### src/rtl/twiddle_hload_ctrl.sv
// Stage-0 twiddle ROM loader: buffers NENT high then NENT low half-words and
// replays each set as a gap-free write burst on the ROM7_w / horizontal_data_in port.
module twiddle_hload_ctrl #(
   parameter int DW   = 64,
   parameter int NENT = 4,
   parameter int PW   = 2
) (
   input  logic          CLK,
   input  logic          rst_n,
   input  logic          load_start,
   input  logic          abort,
   input  logic          in_valid,
   input  logic [DW-1:0] in_data,
   output logic          in_ready,
   output logic [1:0]    rom_w,
   output logic [DW-1:0] rom_data,
   output logic          rom_hold,
   output logic          done
);

   typedef enum logic [2:0] {
      S_IDLE     = 3'd0,
      S_FILL_HI  = 3'd1,
      S_BURST_HI = 3'd2,
      S_FILL_LO  = 3'd3,
      S_BURST_LO = 3'd4,
      S_DONE     = 3'd5
   } state_t;

   state_t        state_q, state_d;
   logic [PW-1:0] wr_ptr_q, wr_ptr_d;
   logic [PW-1:0] rd_ptr_q, rd_ptr_d;
   logic [PW-1:0] rd_nxt_s;
   logic [DW-1:0] buf_q [NENT];
   logic [DW-1:0] buf_d [NENT];
   logic [1:0]    rom_w_q, rom_w_d;
   logic [DW-1:0] rom_data_q, rom_data_d;
   logic          rom_hold_q, rom_hold_d;
   logic          done_q, done_d;
   logic          hs_s, wr_last_s, rd_last_s, is_hi_s;

   assign in_ready  = (state_q == S_FILL_HI) || (state_q == S_FILL_LO);
   assign hs_s      = in_valid & in_ready;
   assign wr_last_s = (wr_ptr_q == PW'(NENT - 1));
   assign rd_last_s = (rd_ptr_q == PW'(NENT - 1));
   assign rd_nxt_s  = rd_ptr_q + PW'(1);
   assign is_hi_s   = (state_q == S_FILL_HI) || (state_q == S_BURST_HI);

   assign rom_w    = rom_w_q;
   assign rom_data = rom_data_q;
   assign rom_hold = rom_hold_q;
   assign done     = done_q;

   // Next-state logic; rom_w/rom_data are computed one cycle ahead so the
   // registered burst starts the cycle after the final handshake of a half.
   always_comb begin
      state_d    = state_q;
      wr_ptr_d   = wr_ptr_q;
      rd_ptr_d   = rd_ptr_q;
      buf_d      = buf_q;
      rom_w_d    = 2'd0;
      rom_data_d = {DW{1'b0}};
      rom_hold_d = rom_hold_q;
      done_d     = 1'b0;
      if (abort) begin
         state_d    = S_IDLE;
         wr_ptr_d   = {PW{1'b0}};
         rd_ptr_d   = {PW{1'b0}};
         rom_hold_d = 1'b0;
      end else begin
         case (state_q)
            S_IDLE: begin
               if (load_start) begin
                  state_d    = S_FILL_HI;
                  wr_ptr_d   = {PW{1'b0}};
                  rom_hold_d = 1'b1;
               end else begin
                  state_d = S_IDLE;
               end
            end
            S_FILL_HI, S_FILL_LO: begin
               if (hs_s) begin
                  buf_d[wr_ptr_q] = in_data;
                  wr_ptr_d        = wr_ptr_q + PW'(1);
                  if (wr_last_s) begin
                     state_d    = is_hi_s ? S_BURST_HI : S_BURST_LO;
                     rd_ptr_d   = {PW{1'b0}};
                     rom_w_d    = is_hi_s ? 2'd1 : 2'd2;
                     rom_data_d = buf_q[0];
                  end else begin
                     state_d = state_q;
                  end
               end else begin
                  state_d = state_q;
               end
            end
            S_BURST_HI, S_BURST_LO: begin
               // rd_ptr tracks the entry currently on the ROM port
               if (rd_last_s) begin
                  rd_ptr_d = {PW{1'b0}};
                  state_d  = is_hi_s ? S_FILL_LO : S_DONE;
                  done_d   = !is_hi_s;
               end else begin
                  rd_ptr_d   = rd_nxt_s;
                  rom_w_d    = is_hi_s ? 2'd1 : 2'd2;
                  rom_data_d = buf_q[rd_nxt_s];
               end
            end
            S_DONE: begin
               state_d    = S_IDLE;
               rom_hold_d = 1'b0;
            end
            default: begin
               state_d    = S_IDLE;
               rom_hold_d = 1'b0;
            end
         endcase
      end
   end

   // State, pointer, buffer and output registers.
   always_ff @(posedge CLK or negedge rst_n) begin
      if (!rst_n) begin
         state_q    <= S_IDLE;
         wr_ptr_q   <= {PW{1'b0}};
         rd_ptr_q   <= {PW{1'b0}};
         rom_w_q    <= 2'd0;
         rom_data_q <= {DW{1'b0}};
         rom_hold_q <= 1'b0;
         done_q     <= 1'b0;
         for (int i = 0; i < NENT; i++) begin
            buf_q[i] <= {DW{1'b0}};
         end
      end else begin
         state_q    <= state_d;
         wr_ptr_q   <= wr_ptr_d;
         rd_ptr_q   <= rd_ptr_d;
         rom_w_q    <= rom_w_d;
         rom_data_q <= rom_data_d;
         rom_hold_q <= rom_hold_d;
         done_q     <= done_d;
         buf_q      <= buf_d;
      end
   end

endmodule

### config.mk
export PLATFORM = sky130hd
export DESIGN_NAME = twiddle_hload_ctrl
export DESIGN_NICKNAME = d
export VERILOG_FILES = /design/src/rtl/twiddle_hload_ctrl.sv
export SDC_FILE = /design/constraint.sdc
export NUM_CORES = 1
export LEC_CHECK = 0
export ABC_CLOCK_PERIOD_IN_PS = 5000
export CORE_ASPECT_RATIO = 0.5
export CORE_MARGIN = 2
export CORE_UTILIZATION = 30
export CTS_CLUSTER_DIAMETER = 120
export DETAILED_ROUTE_END_ITERATION = 16
export GPL_TIMING_DRIVEN = 1
export PLACE_DENSITY = 0.44
export SLEW_MARGIN = 20
export SYNTH_ARGS = -nofsm -noshare
export SYNTH_HDL_FRONTEND = slang
export SYNTH_SLANG_ARGS = --single-unit
### constraint.sdc
create_clock -name CLK -period 5 [get_ports CLK]
set_clock_uncertainty 0.1 [all_clocks]
set_input_delay 1 -clock CLK [delete_from_list [all_inputs] [get_ports CLK]]
set_output_delay 1 -clock CLK [all_outputs]
set_load 0.005 [all_outputs]
* Yosys cells after proc, flatten, opt, wreduce, memory -nomap -nowiden
Cells that the tools add are included.
Word-level totals: flip-flop bits (word level) 331, latch bits 0, bits in writable memories 0, ROM bits 0, input port bits 69, output and inout bits 69, memories 0
Cells by class: add/subtract/negate cells 2, multiply operators 0, div/mod/pow operators 0, order comparisons 3, equal/unequal tests 11, shift-type cells 0, multiplexer cells 40, bitwise gates (word level) 4, reductions and logical operators 15
Operators by type and width (number):
- 64-bit 2-to-1 mux | 7
- 256-bit bitwise mux | 1
- 64-bit binary-select mux with 2-bit select | 1
- 64-bit demux with 2-bit select | 1
- 64-bit one-hot mux with 2 select lines | 1
- 2-bit 2-to-1 mux | 12
- 3-bit 2-to-1 mux | 6
- 3-bit != test, second input constant | 4
- 2-bit one-hot mux with 2 select lines | 3
- 3-bit AND reduction | 4
- 3-bit one-hot mux with 3 select lines | 1
- 3-bit by 2-bit equality test with 1-bit output, second input constant | 2
- 3-bit >= comparator, second input constant | 2
- 1-bit 2-to-1 mux | 6
- 2-bit inverter with 3-bit output | 2
- 3-bit nonzero test | 2
- 2-bit by 1-bit adder with 2-bit output, second input constant | 2
- 2-bit equality test, second input constant | 2
- 2-bit OR reduction | 2
- 4-bit OR reduction | 1
- 3-bit by 1-bit equality test with 1-bit output, second input constant | 1
- 3-bit equality test, second input constant | 1
- 3-bit logical NOT | 1
- 3-bit by 1-bit less-than comparator with 1-bit output, second input constant | 1
- other kinds (8) | 9

* Logic depth before layout (Yosys ltp)
depth after elaboration 8, depth in mapped cells 7

* Worst setup path after synthesis
OpenSTA, ideal clock, no wires.
path type input port to flip-flop, from in in_valid, to reg buf_q[10] (netlist name), library setup time 0.125 ns, arrival 2.167 ns, data required time 4.775 ns, path slack 2.608 ns, stages on the path 6, cell sequence nor4bb_4 buf_4 and2_1 buf_6 buf_6 mux2_2
On the way: word-level cells in the longest chain between the ends 2
Ends and longest elaborated chain:
- start, declared | line 12 | input logic in_valid,
- 1-bit AND | line 43 | assign hs_s = in_valid & in_ready;
- 3-bit AND reduction (no line)
- end signal, assigned by index | line 132 | buf_q[i] <= {DW{1'b0}};
- end signal, assigned | line 142 | buf_q <= buf_d;
- end, declared | line 34 | logic [DW-1:0] buf_q [NENT];
Every way passes these cells. A chain may end at the register's enable or synchronous reset.

* Worst setup path in the final report
from in in_valid, to reg buf_q[44] (netlist name)
Same word-level chain as after synthesis.

==> flow_metrics.py <==
metrics = {
    "logic_synthesis": {
        "synth-seq-cells": 331,
        "synth_top_area_cell": "dfrtp_1",
        "avgSynthCellArea_sq_um": 17.04,
        "synth-edff-count": 0,
        "syn_area_sq_um": 14000,
        "synthTopCellsByArea": "dfrtp_1, mux2_2, mux4_2",
        "ys.flop_type": "dfrtp_1",
        "yosys.area.top_type_share_pct": 59.14,
        "yosys_warnings": 0,
        "synth.distinct_cells": 37,
        "synth_nets": 896,
        "ys_seq_area_share_pct": 59.14,
        "synthTopCellsByCount": "dfrtp_1, mux2_2, a22o_1, mux4_2, buf_6",
        "async_flop_share_pct": 100.0,
        "synthXorXnorAreaFrac_pct": 0.1251,
        "yosys-mux-area-fraction_pct": 30.88,
        "synth.most_common_cell": "dfrtp_1",
        "synth_top_family_by_area": "multiplexers",
        "synthSimpleGateAreaFrac_pct": 1.313,
        "synthAdderAreaFrac_pct": 0.4467,
        "synth_compound_gate_area_share_pct": 4.681,
        "synth_cells": 822,
    },
    "worst_setup_path": {
        "rr_startpoint": "rd_ptr_q[0]",
        "timing.reg2reg.setup_slack_ns": 2.13,
        "crit_path_end_kind": "flop",
        "reg2reg_depth": 4,
        "path_cells": "clkdlybuf4s50_1, nor4bb_4, and2_4, buf_4, mux2_2",
        "crit_slowest_cell": "nor4bb_4",
        "startpoint_type": "primary input",
        "crit_type": "primary input to flop",
        "worst_ep_required_time_ns": 5.30,
        "arrival_ns": 3.41,
        "crit_family": "buffers and inverters",
        "rr_endpoint": "rom_data[44]",
        "crit_fanout": 44,
        "path_buf_inv": 2,
        "startpoint": "in_valid",
        "slowest_delay_ns": 0.63,
    },
    "finish": {
        "drive_above_1_share_pct": 40.78,
        "fillers": 4256,
        "nets": 1029,
        "seq_area_sq_um": 8287,
        "multiInputGateArea_sq_um": 5283,
        "syn_to_final_growth_pct": 22.00,
        "instances_no_fill": 1604,
    },
    "global_route": {
        "grt_pass1_wl_mm": 50.60,
        "antenna_found_initial": 1,
        "grt.overflow.total": 0,
        "grt_pass1_vias": 8604,
        "grtUsageTotal_pct": 13.58,
        "grt_max_degree": 101,
    },
    "sta": {
        "hold_viol": 0,
        "fmax_mhz": 321.4,
        "setup_viol": 0,
        "slew_headroom_pct": 45.67,
        "fin_tns_setup_ns": 0,
        "rsz0062_at_grt": "no",
        "tightest_slew_ns": 0.8149,
        "finalCritPeriodShare_pct": 62.22,
        "slew_viol_final": 0,
        "period_needed_ns": 3.111,
    },
    "drt": {
        "routed_wl_mm": 31.87,
        "drt_iter0_drc": 360,
        "drc": 0,
        "via_per_inst": 4.711,
        "ant_nets": 0,
        "num_vias": 7557,
        "firstDrtPassIters": 4,
        "wl_per_cell_microns": 19.87,
    },
    "clock_tree": {
        "cts-root-buf": "clkbuf_16",
        "cts_tree": "built",
        "cts_resized": 0,
        "postCtsHoldBufs": 0,
        "htreeDepth": 2,
        "clockBufferDepth": 3,
        "clock-sinks": 331,
        "clk_pin_slew_ns": 0.06,
        "numCtsBuffers": 35,
        "postCtsSetupBuffers": 0,
        "clk_latency_ns": 0.52,
    },
    "worst_hold_path": {
        "whs_path_depth": 1,
        "holdPathEnd": "buf_q[59]",
        "min-delay-start": "buf_q[59]",
        "min-delay-path-class": "flop to flop",
    },
    "die": {
        "initial_core_util_pct": 30.70,
        "boundaryPins": 138,
        "rows": 55,
        "die_area_sq_um": 48530,
        "die_y_microns": 156.8,
        "core_area_sq_um": 45630,
        "die_x_microns": 309.6,
    },
    "power_and_ir_drop": {
        "pwr-share-clk_pct": 42.1,
        "power_leakage_nw": 7.719,
        "p_per_area_nw_per_um2": 363.8,
        "p_int_mw": 4.808,
        "power_mw": 6.216,
        "ir_drop_v": 0.0001911,
        "switching_share_pct": 22.65,
        "p_seq_share_pct": 49.8,
        "pwr-share-comb_pct": 8.1,
        "netSwitchingPower_mw": 1.408,
    },
    "placement": {
        "portBuffers": 137,
        "hpwl_mm": 18.20,
        "gp_congestion": 0.6844,
        "dp.cells": 1545,
    },
    "run": {
        "max_cap_viol_count": 0,
    },
    "status": {
        "outcome": "finished, final reports clean",
    },
}
how the worst max path moves through the flow:
stage	to	slack, ns	depth (start not counted)
6_report	buf_q[44]	1.89	5
5_1_grt	buf_q[45]	1.78	6
4_1_cts	buf_q[44]	1.90	5
3_5_place_dp	buf_q[45]	1.34	5
3_3_place_gp	buf_q[42]	1.36	6
2_1_floorplan	buf_q[10]	2.61	6
power groups by stage:
stage | combinational, mW | clock [mW] | sequential [mW]
4_1_cts | 0.518 | 2.72 | 3.09
3_3_place_gp | 0.497 | 0 | 3.13
2_1_floorplan | 0.342 | 0 | 3.09
6_report | 0.506 | 2.62 | 3.09
5_1_grt | 0.561 | 2.85 | 3.13
3_5_place_dp | 0.518 | 0 | 3.14
state kept, by name (all words and copies together), names as in the netlist:
name / count
rom_w: 2
wr_ptr_q: 2
rom_data: 64
rom_hold: 1
done: 1
state_q: 3
rd_ptr_q: 2
buf_q: 256
per-layer routing:
layer | part of all wire (%) | wire length, microns | GRT usage, % | vias to the layer above
li1 | - | - | - | 3365
met4 | 1.7 | 539 | 3.444 | 0
met5 | 0 | 0 | 0 | -
met1 | 43 | 13860 | 16.90 | 4083
met2 | 52 | 16480 | 24.22 | 68
met3 | 3.1 | 983 | 2.614 | 41
final cells by class:
| cell class | instances | area share (%) |
|---|---|---|
| clock buffer | 48 | 6.071 |
| multi-input combinational | 430 | 30.92 |
| clock inverter | 10 | 0.6005 |
| tap | 627 | 4.591 |
| antenna | 1 | 0.01465 |
| timing repair buffer | 154 | 9.241 |
| sequential | 331 | 48.50 |
| inverter | 3 | 0.06591 |
logic make-up after synthesis:
| logic type | count (synthesis) |
|---|---|
| muxes | 320 |
| AOI/OAI and AO/OA | 78 |
| adders and majority gates | 5 |
| and+or+nand+nor | 25 |
| DFF | 331 |
| buffers and inverters | 61 |
| xor gates and xnor gates | 2 |
cell usage in the layout (no fill, tap or decap), drive strengths merged, types with 2 or more instances in the layout:
cell and instances:
mux4 64, bufinv 2, o21bai 2, o31ai 2, a22o 64, dfrtp 331, clkbuf 48, buf 18
nand2 6, a21oi 5, inv 3, nor3 2, clkdlybuf4s50 136, ha 5, mux2 256, nor3b 2
clkinv 7, nand3b 3, xor2 2, and2 2
metrics by stage:
| step | util, % | instance area, sq um | hold slack (ns) | setup WS (ns) |
|---|---|---|---|---|
| after global routing | 37.45 | 17090 | 0.4097 | 1.783 |
| final | 37.45 | 17090 | 0.3840 | 1.889 |
| after CTS | 37.44 | 17080 | 0.3843 | 1.901 |
| after floorplan | - | 14000 | 0.3524 | 2.608 |
| after detailed placement | 34.95 | 15940 | 0.3700 | 1.344 |
| after global placement | 34.95 | 15940 | 0.3642 | 1.360 |
Note: power is estimated with default switching activity, not from simulation.
